File: config.mk
export PLATFORM = sky130hd
export DESIGN_NAME = piso_serializer_flat
export DESIGN_NICKNAME = d
export VERILOG_FILES = /design/src/rtl/piso_serializer_if.sv /design/src/rtl/piso_serializer.sv /design/src/flat_wrapper.sv
export SDC_FILE = /design/constraint.sdc
export NUM_CORES = 1
export LEC_CHECK = 0
export BUFFER_PORTS_ARGS = -buffer_cell sky130_fd_sc_hd__buf_2
export CORE_AREA = 2 2 39 41
export CTS_BUF_LIST = sky130_fd_sc_hd__clkbuf_4 sky130_fd_sc_hd__clkbuf_8
export DETAILED_ROUTE_END_ITERATION = 6
export DIE_AREA = 0 0 41 43
export GPL_TIMING_DRIVEN = 0
export SYNTH_ARGS = -nofsm -noshare
export SYNTH_HDL_FRONTEND = slang
export SYNTH_SLANG_ARGS = --single-unit
File: constraint.sdc
create_clock -name clk -period 1.35 [get_ports clk]
set_input_delay 0.135 -clock clk [delete_from_list [all_inputs] [get_ports clk]]
set_output_delay 0.135 -clock clk [all_outputs]
set_load 0.005 [all_outputs]
File: src/rtl/piso_serializer_if.sv
// Parallel-word handshake and serial-line bundle for the PISO serializer.
// The master side is the word source and serial consumer; the slave side is
// the serializer itself.
interface piso_serializer_if #(
    parameter int WIDTH = 4
);
    logic             din_valid;
    logic [WIDTH-1:0] din;
    logic             din_ready;
    logic             dout;
    logic             dout_en;
    logic             dout_last;
    logic             busy;

    modport master (
        output din_valid,
        output din,
        input  din_ready,
        input  dout,
        input  dout_en,
        input  dout_last,
        input  busy
    );

    modport slave (
        input  din_valid,
        input  din,
        output din_ready,
        output dout,
        output dout_en,
        output dout_last,
        output busy
    );
endinterface

File: src/rtl/piso_serializer.sv
// Parallel-in, serial-out transmitter. Takes a WIDTH-bit word on a
// valid/ready handshake and sends it one bit per clock with an enable and a
// last-bit marker. A new word can be taken on the last-bit edge, so a
// continuous source keeps the line 100% busy with no idle gap.
// The interface instance must be built with the same WIDTH as this module.
module piso_serializer #(
    parameter int WIDTH     = 4,
    parameter int LSB_FIRST = 1
) (
    input logic               clk,
    input logic               clr_n,
    piso_serializer_if.slave  bus
);
    localparam int            CW       = $clog2(WIDTH);
    localparam logic [CW-1:0] LAST_CNT = CW'(WIDTH - 1);

    typedef enum logic {
        IDLE  = 1'b0,
        SHIFT = 1'b1
    } state_t;

    state_t           r_state;
    state_t           w_state_nxt;
    logic [WIDTH-1:0] r_sreg;
    logic [WIDTH-1:0] w_sreg_nxt;
    logic [WIDTH-1:0] w_sreg_shifted;
    logic [CW-1:0]    r_cnt;
    logic [CW-1:0]    w_cnt_nxt;
    logic             w_last;
    logic             w_ready;
    logic             w_accept;
    logic             w_line_bit;

    // Handshake decode: ready depends only on state and count, never on valid.
    always_comb begin
        w_last   = (r_state == SHIFT) && (r_cnt == LAST_CNT);
        w_ready  = (r_state == IDLE) || w_last;
        w_accept = bus.din_valid && w_ready;
    end

    // Shift direction and the bit currently presented to the line.
    always_comb begin
        if (LSB_FIRST != 0) begin
            w_sreg_shifted = {1'b0, r_sreg[WIDTH-1:1]};
            w_line_bit     = r_sreg[0];
        end else begin
            w_sreg_shifted = {r_sreg[WIDTH-2:0], 1'b0};
            w_line_bit     = r_sreg[WIDTH-1];
        end
    end

    // Next-state logic: load on accept, shift mid-word, clear when going idle.
    always_comb begin
        // NOTE: every signal gets a default first so no path leaves one
        // unassigned; a missed branch would otherwise infer a latch.
        w_state_nxt = r_state;
        w_sreg_nxt  = r_sreg;
        w_cnt_nxt   = r_cnt;
        unique case (r_state)
            IDLE: begin
                w_cnt_nxt = '0;
                if (w_accept) begin
                    w_sreg_nxt  = bus.din;
                    w_state_nxt = SHIFT;
                end else begin
                    w_sreg_nxt = '0;
                end
            end
            SHIFT: begin
                if (!w_last) begin
                    w_sreg_nxt = w_sreg_shifted;
                    w_cnt_nxt  = r_cnt + 1'b1;
                end else if (w_accept) begin
                    w_sreg_nxt = bus.din;
                    w_cnt_nxt  = '0;
                end else begin
                    w_sreg_nxt  = '0;
                    w_cnt_nxt   = '0;
                    w_state_nxt = IDLE;
                end
            end
            default: begin
                w_sreg_nxt  = '0;
                w_cnt_nxt   = '0;
                w_state_nxt = IDLE;
            end
        endcase
    end

    // State, shift register and bit counter; reset aborts any word in flight.
    always_ff @(posedge clk or negedge clr_n) begin
        if (!clr_n) begin
            r_state <= IDLE;
            r_sreg  <= '0;
            r_cnt   <= '0;
        end else begin
            // NOTE: non-blocking assignments so every register samples the
            // values from before this edge, independent of statement order.
            r_state <= w_state_nxt;
            r_sreg  <= w_sreg_nxt;
            r_cnt   <= w_cnt_nxt;
        end
    end

    // Outputs: the line is forced to 0 whenever no word is being sent.
    always_comb begin
        bus.din_ready = w_ready;
        bus.dout      = (r_state == SHIFT) && w_line_bit;
        bus.dout_en   = (r_state == SHIFT);
        bus.busy      = (r_state == SHIFT);
        bus.dout_last = w_last;
    end
endmodule

File: src/flat_wrapper.sv
// flat-port wrapper written by rule: the top's interface ports become plain ports
module piso_serializer_flat 
#(
    parameter int WIDTH     = 4,
    parameter int LSB_FIRST = 1
)
  (clk, clr_n, bus_din_valid, bus_din, bus_din_ready, bus_dout, bus_dout_en, bus_dout_last, bus_busy);
  piso_serializer_if #(.WIDTH(WIDTH)) bus_i ();
  input logic clk;
  input logic clr_n;
  input wire logic [$bits(bus_i.din_valid)-1:0] bus_din_valid;
  input wire logic [$bits(bus_i.din)-1:0] bus_din;
  output wire logic [$bits(bus_i.din_ready)-1:0] bus_din_ready;
  output wire logic [$bits(bus_i.dout)-1:0] bus_dout;
  output wire logic [$bits(bus_i.dout_en)-1:0] bus_dout_en;
  output wire logic [$bits(bus_i.dout_last)-1:0] bus_dout_last;
  output wire logic [$bits(bus_i.busy)-1:0] bus_busy;
  assign bus_i.din_valid = bus_din_valid;
  assign bus_i.din = bus_din;
  assign bus_din_ready = bus_i.din_ready;
  assign bus_dout = bus_i.dout;
  assign bus_dout_en = bus_i.dout_en;
  assign bus_dout_last = bus_i.dout_last;
  assign bus_busy = bus_i.busy;
  piso_serializer #(.WIDTH(WIDTH), .LSB_FIRST(LSB_FIRST)) u_core (.clk(clk), .clr_n(clr_n), .bus(bus_i));
endmodule
==> run metrics, run 1 <==
status finished, final reports clean; vias per cell between 4 and 5; Final period util 0.9586; Antenna Violating Nets Remaining 0; Clk Latency, worst-skew pair roughly 250 ps; # setup viols final 0; Setup CP Type flip-flop to output pin; drt wl/cell slightly below 10 microns; data required time of the critical path 1220 ps; layout cell share with drive strength beyond 1 0.4651; H-tree depth 1; max cap viols 0; worst slew pin tran between 200 and 300 ps; CP arrival approximately 1200 ps; Slowest cell on crit path dfrtp_1; M3 GR Usage 0.07853; sequential area share after synthesis 0.5858; P_leak around 0.00022 uW; # DRC 0; largest net degree at the start of global routing 10; GPL Wtd Cong between 0.6 and 0.7; f_max 0.7727 GHz; hold path cells 2; Setup Slack @ Placement roughly 180 ps; core area 1384 sq um; cts bufs inserted 3; Slew HR 0.8332; TritonCTS clock tree done; GRT Max-Usage Layer met1; die area approximately 1800 sq um; syn_nets 34; Chip Height 43 microns; mapped cell area about 300 sq um; Final Max Tran Viols 0; aggregate global-route resource usage 0.08603; R2R depth 4; total number of vias 239; Cell Count, Final, Fillers Out 59; largest buffer count on any clock path 2; Critical Path Max Stage Delay about 380 ps; Root Driver clkbuf_4; commonest non-fill, non-tap cell in the layout buf_2; Syn Inst Count 26; Critical Path, Cell by Cell ha_2 -> nor2b_4 -> inv_2 -> buf_2; row count 14; total wire length roughly 570 microns; Port Buffer Count 11; Layout fillers 148; clk_skew 0.5131 ps; Setup crit end kind output pin; fin crit period roughly 1300 ps; WP buf/inv 2; Pwr Density between 2000 and 2500 nW/um^2; hold crit path type primary input to flip-flop; synthesis-to-layout area growth 41.84%; most frequent cells in the layout buf_2, dfrtp_1, clkbuf_4; diode count 0; Crit Path Max Fanout 5; grt total ovfl 0; vias in the first global route a little over 200; Final nets 52; placed cells 53; Pre-Repair DR Iteration Count 2; Final Hold Viols 0; syn_area_per_cell between 10 and 15 sq um; GR Util met1 0.1089; Detail Placement HPWL approximately 400 microns; library cells used by synthesis 12; met2 Use GR 0.08750; RSZ-0062 raised after global routing no; TNS Setup 0 ps; Num Clock Sinks 7; WP depth 4; initial core utilization 0.2161; delay-heaviest family, CP flip-flops; first-pass GRT wire length between 900 and 1000 microns; top-level I/O count 12; setup ws final ~56 ps; Initial DRC Count 4; initial antenna violation count 0; flops & latches, synth 7; CP Launch Type flip-flop; Yosys warnings 0; Die X just over 40 microns; maximum vdd ir drop 0.0006445 V; clock slew at reported path FFs 50 ps
==> Yosys cell counts, drive strengths merged <==
cell type	n	share of area
and2	3	0.063
and3	1	0.021
buf	1	0.025
dfrtp	7	0.59
ha	1	0.042
inv	1	0.013
nand2	3	0.038
nand2b	1	0.021
nand3b	3	0.075
nor2b	2	0.067
o21ai	3	0.050
==> worst register-to-register path, cell delays in order, from the launching register on <==
cell	delay, ps
dfrtp_1	380
ha_2	230
nor2b_4	130
buf_4	130
o21ai_0	80
==> stage by stage <==
step	hold slack (ps)	util	instance area (sq um)	power [uW]
3_3_place_gp	-25.44	0.2703	374.1	629.3
5_1_grt	115.0	0.3065	424.2	946.9
3_5_place_dp	-24.79	0.2703	374.1	633.1
2_1_floorplan	-160.6	-	299.0	520.2
6_report	118.5	0.3065	424.2	873.4
4_1_cts	112.7	0.3065	424.2	885.0
==> cells by family (layout without fill, tap and decap cells) <==
kind of cell	after synthesis	in the layout	share of synthesized area
AND/OR/NAND/NOR	13	13	0.2845
adder cells (fa/ha/maj)	1	1	0.04183
buffers and inverters	2	19	0.03765
AO/OA/AOI/OAI	3	3	0.05019
flip-flops	7	7	0.5858
==> worst paths after layout <==
check                                                from  slack (ps)                         end
worst max-delay path            u_core.r_cnt[0]$_DFF_PN0_          60               bus_din_ready
worst min-delay path                           bus_din[3]         120  u_core.r_sreg[3]$_DFF_PN0_
worst max register to register  u_core.r_cnt[0]$_DFF_PN0_         270  u_core.r_sreg[1]$_DFF_PN0_
worst min register to register  u_core.r_cnt[0]$_DFF_PN0_         450   u_core.r_cnt[0]$_DFF_PN0_
max in group asynchronous                           clr_n         960  u_core.r_sreg[3]$_DFF_PN0_
min in group asynchronous                           clr_n         240  u_core.r_sreg[0]$_DFF_PN0_
==> power by group <==
group / internal, uW / switching, uW
registers: 292 / 45.4
logic: 188 / 137
clock network: 133 / 78.4
==> metal layers <==
metal,share of wire,up-vias
li1,-,117
met3,0.11,0
met1,0.48,108
met2,0.41,14
met5,0,-
met4,0,0
==> repair_timing <==
action                     in CTS  in global routing
setup endpoints to repair       1                  0
hold buffers                    1                  0
resized for setup               1                  0
hold endpoints to repair        7                  0
setup buffers                   1                  0
==> registers in the layout, summed over array words and instances, names as in the netlist <==
signal	cells
u_core.r_sreg	4
u_core.r_cnt	2
u_core.bus.busy	1
==> area by class of cell <==
cell class / instances / area (sq um) / share of cell area
plain buffers: 1 / 7.507 / 0.01770
clock buffers: 4 / 30.03 / 0.07080
inverters: 1 / 3.754 / 0.008850
multi-input cells: 17 / 115.1 / 0.2714
flip-flops and latches: 7 / 175.2 / 0.4130
well taps: 16 / 20.02 / 0.04720
repair buffers: 13 / 72.57 / 0.1711
Power figures use the tool's default switching activity.
==> run 2, diff against run 1 <==
--- a/config.mk
+++ b/config.mk
@@ -5,6 +5,7 @@
 export SDC_FILE = /design/constraint.sdc
 export NUM_CORES = 1
 export LEC_CHECK = 0
+export ABC_AREA = 1
 export BUFFER_PORTS_ARGS = -buffer_cell sky130_fd_sc_hd__buf_2
 export CORE_AREA = 2 2 39 41
 export CTS_BUF_LIST = sky130_fd_sc_hd__clkbuf_4 sky130_fd_sc_hd__clkbuf_8
==> constraint.sdc (replaced) <==
create_clock -name clk -period 1.2 [get_ports clk]
set_input_delay 0.12 -clock clk [delete_from_list [all_inputs] [get_ports clk]]
set_output_delay 0.12 -clock clk [all_outputs]
set_load 0.005 [all_outputs]
==> run metrics, run 2 <==
Setup crit end kind output pin; die area 1763 sq um (unchanged); initial antenna violation count 0 (unchanged); diode count 0 (unchanged); largest buffer count on any clock path 2 (unchanged); most common cell in the synthesized netlist nand2_1; # DRC 0 (unchanged); Synth area leader dfrtp_1; synthesis-to-layout area growth 50.86%; Detail Placement HPWL 439.1 microns (+10%); Final Hold Viols 0 (unchanged); Crit Path Max Fanout 3 (-2); Initial DRC Count 7 (+3); flops & latches, synth 7 (unchanged); first-pass GRT wire length 959 microns (+4.6%); Top FF cell, synth dfrtp_1; top-level I/O count 12 (unchanged); Final nets 60 (+15%); maximum vdd ir drop 0.0008256 V (+28%); library cells used by synthesis 8 (-4); clk_skew 0.5025 ps (-0.01055 ps); hold crit path type primary input to flip-flop; cts bufs inserted 3 (unchanged); CP arrival 1050 ps (-110 ps); clock slew at reported path FFs 50 ps (about the same); Final Max Tran Viols 0 (unchanged); Port Buffer Count 11 (unchanged); DP Area 365.4 sq um (-2.3%); status finished, final reports clean; Chip Height 43 microns (unchanged); # setup viols final 0 (unchanged); data required time of the critical path 1080 ps (-140 ps); total number of vias 268 (+12%); commonest cells in the netlist nand2_1, dfrtp_1, inv_1, nor2_1, nand3_1; worst slew pin tran 221.2 ps (-29.02 ps); sequential area share after synthesis 0.6034 (+0.01767); P_leak 0.0002568 uW (+17%); Setup CP Type flip-flop to output pin; max reg flops 4 (unchanged); Synth top area share 0.6034 (+0.01767); Pre-Repair DR Iteration Count 4 (+2); Clk Latency, worst-skew pair 250 ps (about the same); TNS Setup 0 ps (unchanged); total wire length 642 microns (+12%); syn_area_per_cell 8.796 sq um (-24%); RSZ-0062 raised after global routing yes; drt wl/cell 9.582 microns (-0.99%); fin crit period around 1200 ps; TritonCTS clock tree done; Final period util 0.9722; vias per cell 4.000 (-1.3%); most frequent cells in the layout buf_2, nand2_1, dfrtp_1; syn_nets 41 (+21%); EDFF count, synth 0 (unchanged); hold path cells 3 (+1); Yosys warnings 0 (unchanged); commonest non-fill, non-tap cell in the layout buf_2; Layout fillers 161 (+8.8%); CP Launch Type flip-flop; layout cell share with drive strength beyond 1 0.4510 (-0.01414); GPL Wtd Cong 0.6934 (+6.3%); Pwr Density 2405 nW/um^2 (+17%); max cap viols 0 (unchanged); grt total ovfl 0 (unchanged); f_max approximately 0.86 GHz; R2R depth 6 (+2); row count 14 (unchanged); Syn Inst Count 33 (+27%); mapped cell area 290.3 sq um (-2.9%); Die X 41 microns (unchanged); core area 1384 sq um (unchanged); Root Driver clkbuf_4; vias in the first global route 248 (+21%); largest net degree at the start of global routing 8 (-2); initial core utilization 0.2098 (-0.006330); Slew HR 0.8525 (+0.01935); aggregate global-route resource usage 0.08291 (-0.003120); cell area after layout 437.9 sq um (+3.2%); ranking of synthesized cells by area dfrtp_1, nand2_1, inv_1; most flop-heavy register u_core.r_sreg; H-tree depth 1 (unchanged); Async SR Flop Fraction 1.000 (unchanged); Antenna Violating Nets Remaining 0 (unchanged); Num Clock Sinks 7 (unchanged)
run 2: cell types whose count changed after synthesis, moves of 2 or more:
cell	delta
nand3_1	+3
nor2_1	+4
nand3b_1	-3
and2_1	-3
inv_1	+6
nand2_1	+7
o21ai_0	-2
run 2: per-layer routing:
| metal | global-route usage | up-vias | share of wire |
|---|---|---|---|
| li1 | - | 134 | - |
| met1 | 0.1086 | 121 | 0.45 |
| met2 | 0.1063 | 13 | 0.45 |
| met3 | 0.04712 | 0 | 0.095 |
| met4 | 0.04000 | 0 | 0 |
| met5 | 0 | - | 0 |
run 2: through the flow:
| step | std cells | total power [uW] | worst slack [ps] | util | hold slack [ps] |
|---|---|---|---|---|---|
| 3_3_place_gp | 60 | 694.5 | 85.37 | 0.2640 | -37.62 |
| 4_1_cts | 66 | 1001 | 6.104 | 0.3020 | 68.13 |
| 3_5_place_dp | 60 | 711.2 | 70.13 | 0.2640 | -33.87 |
| 6_report | 67 | 1053 | 33.38 | 0.3165 | 75.05 |
| 5_1_grt | 67 | 1154 | -8.250 | 0.3165 | 103.4 |
| 2_1_floorplan | 33 | 576.2 | 181.1 | - | -175.6 |
run 2: kinds of logic (layout without fill, tap and decap cells):
logic type | count (synthesis) | count (layout) | share of synthesized area
flops | 7 | 7 | 0.6035
fa+ha+maj | 1 | 1 | 0.04310
compound gates | 1 | 1 | 0.01722
buf+inv | 7 | 25 | 0.1035
simple gates | 17 | 17 | 0.2327
run 2: timing repair:
| action | 4_1_cts | 5_1_grt |
|---|---|---|
| setup buffers | 1 | 1 |
| hold endpoints to repair | 7 | 0 |
| gates resized for setup | 2 | 4 |
| hold buffers | 1 | 0 |
| setup endpoints to repair | 2 | 3 |
| pin swaps | 0 | 1 |
run 2: worst paths after layout:
check                                      startpoint                    endpoint  slack, ps
min reg2reg                u_core.r_sreg[3]$_DFF_PN0_  u_core.r_sreg[2]$_DFF_PN0_        450
max                         u_core.r_cnt[0]$_DFF_PN0_               bus_din_ready         30
max reg2reg                 u_core.r_cnt[0]$_DFF_PN0_   u_core.bus.busy$_DFF_PN0_         80
max in group asynchronous                       clr_n  u_core.r_sreg[3]$_DFF_PN0_        810
min                                        bus_din[3]  u_core.r_sreg[3]$_DFF_PN0_         80
min in group asynchronous                       clr_n  u_core.r_sreg[0]$_DFF_PN0_        230
run 2: cell type report:
| type | instances | area [sq um] | area share |
|---|---|---|---|
| Buffer | 1 | 7.507 | 0.01714 |
| Multi-Input combinational cell | 19 | 102.6 | 0.2343 |
| Tap cell | 16 | 20.02 | 0.04571 |
| Clock buffer | 4 | 30.03 | 0.06857 |
| Inverter | 6 | 22.52 | 0.05143 |
| Sequential cell | 7 | 175.2 | 0.4000 |
| Timing Repair Buffer | 14 | 80.08 | 0.1829 |
run 2: critical path, stage by stage, from the launching register on:
cell,delay [ps]
dfrtp_1,400
ha_4,180
inv_2,50
nand2_2,40
buf_2,130
run 2: power by group:
| part | switching [uW] | internal [uW] |
|---|---|---|
| combinational | 206 | 215 |
| clock | 85.0 | 149 |
| sequential | 67.6 | 330 |
